===== src/rtl/alu_pkg.sv =====
// Shared definitions for the multi-cycle ALU: operation codes and controller states.
package alu_pkg;

    localparam logic [3:0] OP_ADD  = 4'h1;
    localparam logic [3:0] OP_SUB  = 4'h2;
    localparam logic [3:0] OP_MULU = 4'h3;
    localparam logic [3:0] OP_SRL  = 4'h4;
    localparam logic [3:0] OP_SLL  = 4'h5;
    localparam logic [3:0] OP_AND  = 4'h6;
    localparam logic [3:0] OP_OR   = 4'h7;
    localparam logic [3:0] OP_NOR  = 4'h8;
    localparam logic [3:0] OP_SLT  = 4'h9;
    localparam logic [3:0] OP_DIVU = 4'hA;
    localparam logic [3:0] OP_SRA  = 4'hB;

    typedef enum logic [1:0] {
        IDLE = 2'd0,
        RUN  = 2'd1,
        FIN  = 2'd2
    } state_t;

endpackage


===== src/rtl/alu_iter_unit.sv =====
// Iterative shift-add multiplier / restoring divider sharing one WIDTH+1-bit adder.
module alu_iter_unit #(
    parameter int WIDTH = 32,
    parameter int SHW   = $clog2(WIDTH)
) (
    input  logic             clk,
    input  logic             srst,
    input  logic             load,
    input  logic             step,
    input  logic             mode_div,
    input  logic [WIDTH-1:0] a,
    input  logic [WIDTH-1:0] b,
    output logic             last,
    output logic [WIDTH-1:0] hi_nxt,
    output logic [WIDTH-1:0] lo_nxt
);

    logic [WIDTH-1:0] acc_q, acc_d;
    logic [WIDTH-1:0] lo_q, lo_d;
    logic [WIDTH-1:0] b_q, b_d;
    logic [SHW-1:0]   cnt_q, cnt_d;
    logic             div_q, div_d;

    logic [WIDTH:0]   add_a, add_b;
    logic             add_cin;
    logic [WIDTH+1:0] sum;

    // For divide the adder subtracts; sum's top bit is then the no-borrow (quotient) bit.
    always_comb begin
        if (div_q) begin
            add_a   = {acc_q, lo_q[WIDTH-1]};
            add_b   = ~{1'b0, b_q};
            add_cin = 1'b1;
        end else begin
            add_a   = {1'b0, acc_q};
            add_b   = lo_q[0] ? {1'b0, b_q} : '0;
            add_cin = 1'b0;
        end
        sum = {1'b0, add_a} + {1'b0, add_b} + {{(WIDTH+1){1'b0}}, add_cin};
    end

    always_comb begin
        if (div_q) begin
            if (sum[WIDTH+1]) begin
                hi_nxt = sum[WIDTH-1:0];
                lo_nxt = {lo_q[WIDTH-2:0], 1'b1};
            end else begin
                hi_nxt = add_a[WIDTH-1:0];
                lo_nxt = {lo_q[WIDTH-2:0], 1'b0};
            end
        end else begin
            hi_nxt = sum[WIDTH:1];
            lo_nxt = {sum[0], lo_q[WIDTH-1:1]};
        end
    end

    assign last = (cnt_q == '0);

    always_comb begin
        acc_d = acc_q;
        lo_d  = lo_q;
        b_d   = b_q;
        cnt_d = cnt_q;
        div_d = div_q;
        if (load) begin
            acc_d = '0;
            lo_d  = a;
            b_d   = b;
            cnt_d = SHW'(WIDTH - 1);
            div_d = mode_div;
        end else if (step) begin
            acc_d = hi_nxt;
            lo_d  = lo_nxt;
            cnt_d = cnt_q - 1'b1;
        end
    end

    always_ff @(posedge clk) begin
        if (srst) begin
            acc_q <= '0;
            lo_q  <= '0;
            b_q   <= '0;
            cnt_q <= '0;
            div_q <= 1'b0;
        end else begin
            acc_q <= acc_d;
            lo_q  <= lo_d;
            b_q   <= b_d;
            cnt_q <= cnt_d;
            div_q <= div_d;
        end
    end

endmodule


===== src/rtl/alu_mc.sv =====
// Multi-cycle ALU: START/BUSY/DONE controller, single-cycle ops and registered results/flags.
module alu_mc
    import alu_pkg::*;
#(
    parameter int WIDTH = 32,
    parameter int SHW   = $clog2(WIDTH)
) (
    input  logic             CLK,
    input  logic             RST,
    input  logic             START,
    input  logic [5:0]       OPRN,
    input  logic [WIDTH-1:0] A,
    input  logic [WIDTH-1:0] B,
    output logic             BUSY,
    output logic             DONE,
    output logic [WIDTH-1:0] Y,
    output logic [WIDTH-1:0] HI,
    output logic             ZERO,
    output logic             DVZ
);

    state_t           state_q, state_d;
    logic [WIDTH-1:0] y_q, y_d, hi_q, hi_d;
    logic             zero_q, zero_d, dvz_q, dvz_d;

    logic [3:0]       op;
    logic [SHW-1:0]   shamt;
    logic             is_iter, load, step, last;
    logic [WIDTH-1:0] it_hi, it_lo;
    logic [WIDTH-1:0] sc_y, sc_hi;
    logic             sc_dvz;
    logic             unused_oprn;

    assign op          = OPRN[3:0];
    assign unused_oprn = ^OPRN[5:4];
    assign shamt       = B[SHW-1:0];
    assign is_iter     = (op == OP_MULU) || (op == OP_DIVU && B != '0);

    alu_iter_unit #(.WIDTH(WIDTH), .SHW(SHW)) u_iter (
        .clk      (CLK),
        .srst     (RST),
        .load     (load),
        .step     (step),
        .mode_div (op == OP_DIVU),
        .a        (A),
        .b        (B),
        .last     (last),
        .hi_nxt   (it_hi),
        .lo_nxt   (it_lo)
    );

    // Divu only lands here with B == 0; mulu never does.
    always_comb begin
        sc_y   = '0;
        sc_hi  = '0;
        sc_dvz = 1'b0;
        case (op)
            OP_ADD:  sc_y = A + B;
            OP_SUB:  sc_y = A - B;
            OP_SRL:  sc_y = A >> shamt;
            OP_SLL:  sc_y = A << shamt;
            OP_AND:  sc_y = A & B;
            OP_OR:   sc_y = A | B;
            OP_NOR:  sc_y = ~(A | B);
            OP_SLT:  sc_y = ($signed(A) < $signed(B)) ? WIDTH'(1) : '0;
            OP_SRA:  sc_y = $signed(A) >>> shamt;
            OP_DIVU: begin
                sc_y   = '1;
                sc_hi  = A;
                sc_dvz = 1'b1;
            end
            default: ;
        endcase
    end

    always_comb begin
        state_d = state_q;
        y_d     = y_q;
        hi_d    = hi_q;
        zero_d  = zero_q;
        dvz_d   = dvz_q;
        load    = 1'b0;
        step    = 1'b0;
        case (state_q)
            RUN: begin
                step = 1'b1;
                if (last) begin
                    state_d = FIN;
                    y_d     = it_lo;
                    hi_d    = it_hi;
                    zero_d  = (it_lo == '0);
                    dvz_d   = 1'b0;
                end
            end
            default: begin
                // FIN behaves as IDLE so a new request can issue on the DONE cycle.
                state_d = IDLE;
                if (START) begin
                    if (is_iter) begin
                        load    = 1'b1;
                        state_d = RUN;
                    end else begin
                        state_d = FIN;
                        y_d     = sc_y;
                        hi_d    = sc_hi;
                        zero_d  = (sc_y == '0);
                        dvz_d   = sc_dvz;
                    end
                end
            end
        endcase
    end

    always_ff @(posedge CLK) begin
        if (RST) begin
            state_q <= IDLE;
            y_q     <= '0;
            hi_q    <= '0;
            zero_q  <= 1'b0;
            dvz_q   <= 1'b0;
        end else begin
            state_q <= state_d;
            y_q     <= y_d;
            hi_q    <= hi_d;
            zero_q  <= zero_d;
            dvz_q   <= dvz_d;
        end
    end

    assign BUSY = (state_q == RUN);
    assign DONE = (state_q == FIN);
    assign Y    = y_q;
    assign HI   = hi_q;
    assign ZERO = zero_q;
    assign DVZ  = dvz_q;

endmodule


===== config.mk =====
export PLATFORM = sky130hd
export DESIGN_NAME = alu_mc
export DESIGN_NICKNAME = d
export VERILOG_FILES = /design/src/rtl/alu_pkg.sv /design/src/rtl/alu_iter_unit.sv /design/src/rtl/alu_mc.sv
export SDC_FILE = /design/constraint.sdc
export NUM_CORES = 1
export LEC_CHECK = 0
export CAP_MARGIN = 25
export CORE_UTILIZATION = 40
export DETAILED_ROUTE_END_ITERATION = 12
export PLACE_DENSITY = 0.64
export SYNTH_ARGS = -nofsm -noshare
export SYNTH_HDL_FRONTEND = slang
export SYNTH_SLANG_ARGS = --single-unit

===== constraint.sdc =====
create_clock -name CLK -period 13.6 [get_ports CLK]
set_input_delay 2.04 -clock CLK [delete_from_list [all_inputs] [get_ports CLK]]
set_output_delay 2.04 -clock CLK [all_outputs]
set_load 0.1 [all_outputs]

### Word level (Yosys, flattened, before mapping)

Cells that the tools add are included.

| storage, ports and cells | value |
|---|---|
| bits in registers | 170 |
| bits of input ports | 73 |
| output and inout bits | 68 |
| word-level logic and storage cells | 88 |

| cells by class | value |
|---|---|
| add/subtract/negate cells | 5 |
| order comparisons | 1 |
| equality and inequality tests | 15 |
| shift operators | 3 |
| muxes and demuxes | 40 |
| bitwise logic cells | 4 |
| reductions and logical operators | 10 |

Operators by type and width:

| operator | number |
|---|---|
| $mux 32 | 15 |
| $pmux 32 s10 | 1 |
| $mux 33 | 2 |
| $logic_not 32->1 | 2 |
| $add 33x33->34 | 1 |
| $add 34x1->34 | 1 |
| $not 32->33 | 1 |
| $add 32x32->32 | 1 |
| $and 32x32->32 | 1 |
| $lt 32x32->1 | 1 |
| $not 32->32 | 1 |
| $or 32x32->32 | 1 |
| $reduce_bool 32->1 | 1 |
| $shl 32x5->32 | 1 |
| $shr 32x5->32 | 1 |
| $sshr 32x5->32 | 1 |
| $sub 32x32->32 | 1 |
| $eq 4x3->1 const B | 4 |
| $eq 4x4->1 const B | 4 |
| $mux 1 | 16 |
| $mux 5 | 2 |
| $eq 4x2->1 const B | 2 |
| $mux 2 | 4 |
| $logic_not 5->1 | 1 |
| 11 further kinds | 12 |

### Depth between registers and ports, before layout

| depth | value |
|---|---|
| word-level depth | 9 |
| gate-level depth with buffers | 21 |

### By module

Synthesis repeated with hierarchy kept, for this count alone.

| unflattened totals | value |
|---|---|
| cell total of the unflattened synthesis | 2,936 |
| area, all modules | 21,513.1 um^2 |

By module, submodules not included:

| module | times used | cells each | area an instance (um^2) | seq. area each (um^2) |
|---|---|---|---|---|
| alu_mc | 1 | 1,924 | 13,680.6 | 1,361.3 |
| alu_iter_unit | 1 | 1,012 | 7,832.5 | 2,042.0 |

### Worst setup path before layout

Ideal clock, no wire load.

| timing | value |
|---|---|
| path type | input-to-reg |
| start | in B[2] |
| end | reg zero_q, in the netlist ZERO |
| library setup time | 0.092 ns |
| arrival | 6.395 ns |
| required time | 13.508 ns |
| slack | 7.113 ns |
| cell stages on the path | 18 |
| path buffers | 5 |
| path through | buf_2 buf_4 clkinv_1 clkbuf_1 buf_1 ha_1 clkbuf_1 nand2b_1 a221oi_1 a21bo_2 o21ai_0 a211o_1 a311oi_1 a211o_1 o2111ai_1 or4_1 or4_1 o32ai_1 |

| on the way | value |
|---|---|
| word-level cells in the longest chain between the ends | 7 |
| elaborated cells on any way between the ends | 20 |

RTL lines:

| item | line | RTL |
|---|---|---|
| from (decl) | alu_mc.sv:13 | `input logic [WIDTH-1:0] B,` |
| $lt 32x32->1 or $or 32x32->32 (tied branches) | alu_mc.sv:65, alu_mc.sv:63, alu_mc.sv:64 |  |
| $mux 1 or $not 32->32 (tied branches) | alu_mc.sv:65, alu_mc.sv:64 |  |
| $pmux 32 s10 | alu_mc.sv:57 | `case (op)` |
| $logic_not 32->1 | alu_mc.sv:106 | `zero_d = (sc_y == '0);` |
| $mux 1 | alu_mc.sv:99 | `if (is_iter) begin` |
| $mux 1 | alu_mc.sv:98 | `if (START) begin` |
| $mux 1 | alu_mc.sv:84 | `case (state_q)` |
| to (signal assigned) | alu_mc.sv:125 | `zero_q <= zero_d;` |
| to (decl) | alu_mc.sv:24 | `logic zero_q, zero_d, dvz_q, dvz_d;` |

Parallel ways exist; a longest one is shown, timed or not. The select of a mux whose other input is x is not followed.
A chain may end at the register's enable or synchronous reset.

### Worst setup path after layout

Ends and elaborated chain as after synthesis.

==> summary.md <==
| Metric | Value |
|---|---|
| Worst-Margin Slew | ~1.2 ns |
| Area leader, netlist | dfxtp_1 |
| Setup violators final | 0 |
| Pin count of the biggest net entering global routing | 98 |
| Fin nets | just over 3k |
| Count of final hold-check violations | 0 |
| Post-synthesis sequential area ratio | around 17% |
| Antenna Nets Post-Route | 0 |
| CP Max Fanout | 31 |
| Clk_lat worst skew | roughly 0.46 ns |
| Rows | 82 |
| Area Overhead vs Synth | 12.4% |
| Max Slew Vio Count | 0 |
| CTS hold repair buffers | 0 |
| Syn_area_per_cell | roughly 7.3 sq um |
| Post_cts resized | 0 |
| Most used cell, CP | a2111oi_0 |
| Critical-path cell list | buf_4, clkinv_1, ha_1, inv_1, o221ai_1, a31oi_1, a21o_1, a2111oi_0, o31ai_1, a2111oi_0, a21oi_1, or4_1, o32ai_1 |
| Worst Hold Class | flip-flop to flip-flop |
| Area share of the largest cell type after synthesis | between 10% and 20% |
| Max-capacitance violation count | 0 |
| Hold EP | Y[23] |
| GPL Wtd Cong | 1.08 |
| CTS Sinks | 170 |
| Drt total wl | just under 100 mm |
| Reg2Reg Depth | 17 |
| Final core utilization | roughly 46% |
| Hold depth | 2 |
| Worst slew margin | between 20% and 30% |
| Syn Std Cell Area | between 0.02 and 0.025 sq mm |
| Clk pin slew, worst setup/hold paths | ~0.07 ns |
| Post-place setup slack | 6.20 ns |
| Hold Startpoint | Y[23] |
| Total CTS buffers | 17 |
| CTS Root Cell | clkbuf_16 |
| Initial antenna violation count | 1 |
| CTS max path bufs | 2 |
| Data required, critical path | 13.97 ns |
| Vias | 23.4k |
| Unique masters post-synth | between 80 and 90 |
| Die Height | 229 um |
| First-pass GRT wire length | between 100 and 150 mm |
| DRC | 0 |
| Final period util | 52.6% |
| Pwr Density | 78.7 mW/mm^2 |
| EDFF count, synth | 0 |
| Run status | completed |
| Critical path capture point type | flip-flop |
| Crit path max-delay family | compound AO/OA/AOI/OAI gates |
| CP max-delay cell | a2111oi_0 |
| Reg-to-Reg Start | u_iter.div_q |
| Skew final | 0.0109 ns |
| Diodes inserted | 0 |
| Total chip power | 1.82 mW |
| Gr ovfl total | 0 |
| Fin Setup TNS | 0 ns |
| Critical path arrival | 7.53 ns |
| Via-per-instance ratio | 6.69 |
| Vias in the first global route | 21.7k |
| Io pins | roughly 140 |
| Hold Slack | approximately 0.45 ns |
| R2R Setup Slk | 7.53 ns |
| Max Fclk | 140 MHz |
| Final WS setup | 6.45 ns |
| Die ar. | 0.0524 sq mm |
| Worst r2r dst | ZERO |
| CP Buf/Inv Count | 3 |
| Worst path max stage delay | 0.86 ns |
| Die W | 229 um |
| Synth area leaders | dfxtp_1 (17%), ha_1 (8.3%), a21oi_1 (7.7%), mux4_2 (6.6%), nand2_1 (6.2%) |
| Ys Warns | 0 |
| Core footprint | ~0.050 sq mm |
| First-pass detailed-route iteration total | 8 |
| Drt wl/cell | 28.4 um |
| Postcts setup bufs | 0 |
| Final Critical Period | 7.15 ns |
| Post-synth top flop | dfxtp_1 |
| Initial drt markers | 2849 |
| Asr flop ratio synth | 0% |
| RSZ-0062 raised after global routing | false |
| Critical path class | input pin to flip-flop |
| CTS tree | built |
| Hpwl dp | 73.5 mm |
| Layout cell share with drive strength beyond 1 | 9.85% |
| Crit path launch type | input pin |
| Buffers on Ports | 138 |
| H-tree depth | 4 |
| IR Drop Worst-Case VDD | 111 uV |
| Static leakage | 8.97 nW |
| Total GRT Usage | 36.7% |
| Cell count along the critical path | 13 |
| Initial core utilization | 40.8% |
| Layout filler cell count | 5171 |
| Synth Instances | 2815 |
| Seq cells post-synth | between 150 and 200 |
| Syn nets | 3028 |
==> cell usage in the layout (no fill, tap or decap), types with 12 or more instances in the layout <==
cell type / instances
o21ai_0: 205
a21o_1: 31
nor2_1: 226
nor2b_1: 21
clkdlybuf4s50_1: 132
a311oi_1: 22
mux2i_1: 118
nand3_1: 52
a211o_1: 15
o221ai_1: 12
and3_1: 35
nand2b_1: 22
o211ai_1: 34
nand4_1: 23
o22ai_1: 20
nor3_1: 58
xor2_1: 16
a221oi_1: 18
buf_4: 80
o21bai_1: 16
and2_1: 22
o31ai_1: 16
or2_2: 14
a211oi_1: 80
nand2_1: 339
nor4_1: 24
dfxtp_1: 169
clkbuf_16: 17
or3_1: 16
o21a_1: 25
xnor2_1: 35
mux2_2: 55
a21oi_1: 316
a22oi_1: 22
mux4_2: 60
ha_1: 136
a31oi_1: 25
inv_1: 103
==> stage by stage <==
stage / cells / instance area, sq um
final: 3493 / 23100
after global routing: 3493 / 23100
after CTS: 3491 / 23100
after detailed placement: 3459 / 22500
after global placement: 3456 / 22400
after floorplan: 2815 / 20600
==> where the power goes <==
group	switching (mW)	total [mW]	internal, mW
Clock	0.238	0.499	0.260
Combinational	0.538	0.782	0.244
Sequential	0.0168	0.538	0.521
Total	0.793	1.82	1.03
==> synthesized netlist by cell type (17+ instances only) <==
master	count
nand2_1	339
a21oi_1	316
nor2_1	229
o21ai_0	205
clkbuf_1	187
dfxtp_1	170
ha_1	136
mux2i_1	118
inv_1	104
a211oi_1	80
mux4_2	60
nor3_1	59
mux2_2	55
nand3_1	52
and3_1	35
xnor2_1	35
o211ai_1	34
a21o_1	31
buf_1	26
a31oi_1	25
o21a_1	25
nor4_1	24
buf_2	23
nand2b_1	23
nand4_1	23
a22oi_1	22
a311oi_1	22
and2_1	22
nor2b_1	22
o22ai_1	20
a221oi_1	18
o21bai_1	17
==> sequential cells by signal, summed over array words and instances, names as in the netlist <==
name / count
ZERO: 1
u_iter.cnt_q: 5
u_iter.div_q: 1
Y: 32
u_iter.lo_q: 32
HI: 32
u_iter.b_q: 32
DVZ: 1
state_q: 2
u_iter.acc_q: 32
==> how the worst max path moves through the flow <==
stage	to	startpoint
6_report	ZERO	B[2]
3_3_place_gp	ZERO	B[2]
4_1_cts	ZERO	A[0]
3_5_place_dp	ZERO	A[0]
2_1_floorplan	ZERO	B[2]
5_1_grt	ZERO	B[2]
==> metal layers <==
metal | vias up | global-route usage, % | wire length, um
li1 | 10385 | - | -
met1 | 11283 | 50.6 | 42100
met2 | 1377 | 53.0 | 40900
met3 | 307 | 7.52 | 9720
met4 | 2 | 21.0 | 6460
met5 | - | 0 | 34
==> worst min-delay path: stages (launching register included) <==
cell and delay, ns:
dfxtp_1 0.31, nand2_1 0.05, a21oi_1 0.05
==> cell type report <==
| class | count | area (sq um) | share of cell area, % |
|---|---|---|---|
| clock buffers | 18 | 429 | 1.86 |
| repair buffers | 219 | 2050 | 8.85 |
| well taps | 672 | 841 | 3.64 |
| flip-flops and latches | 170 | 3410 | 14.7 |
| clock inverters | 14 | 153 | 0.660 |
| multi-input cells | 2292 | 15800 | 68.5 |
| inverters | 108 | 405 | 1.75 |
==> cell families (layout without fill, tap and decap cells) <==
logic type | Yosys count | after routing | synth area share, %
compound gates | 964 | 964 | 29.8
xor+xnor | 51 | 51 | 2.17
fa+ha+maj | 140 | 140 | 8.66
buf+inv | 353 | 359 | 6.85
flops | 170 | 170 | 16.5
mux | 237 | 237 | 15.8
simple gates | 900 | 900 | 20.2
(Power assumes the default switching activity.)
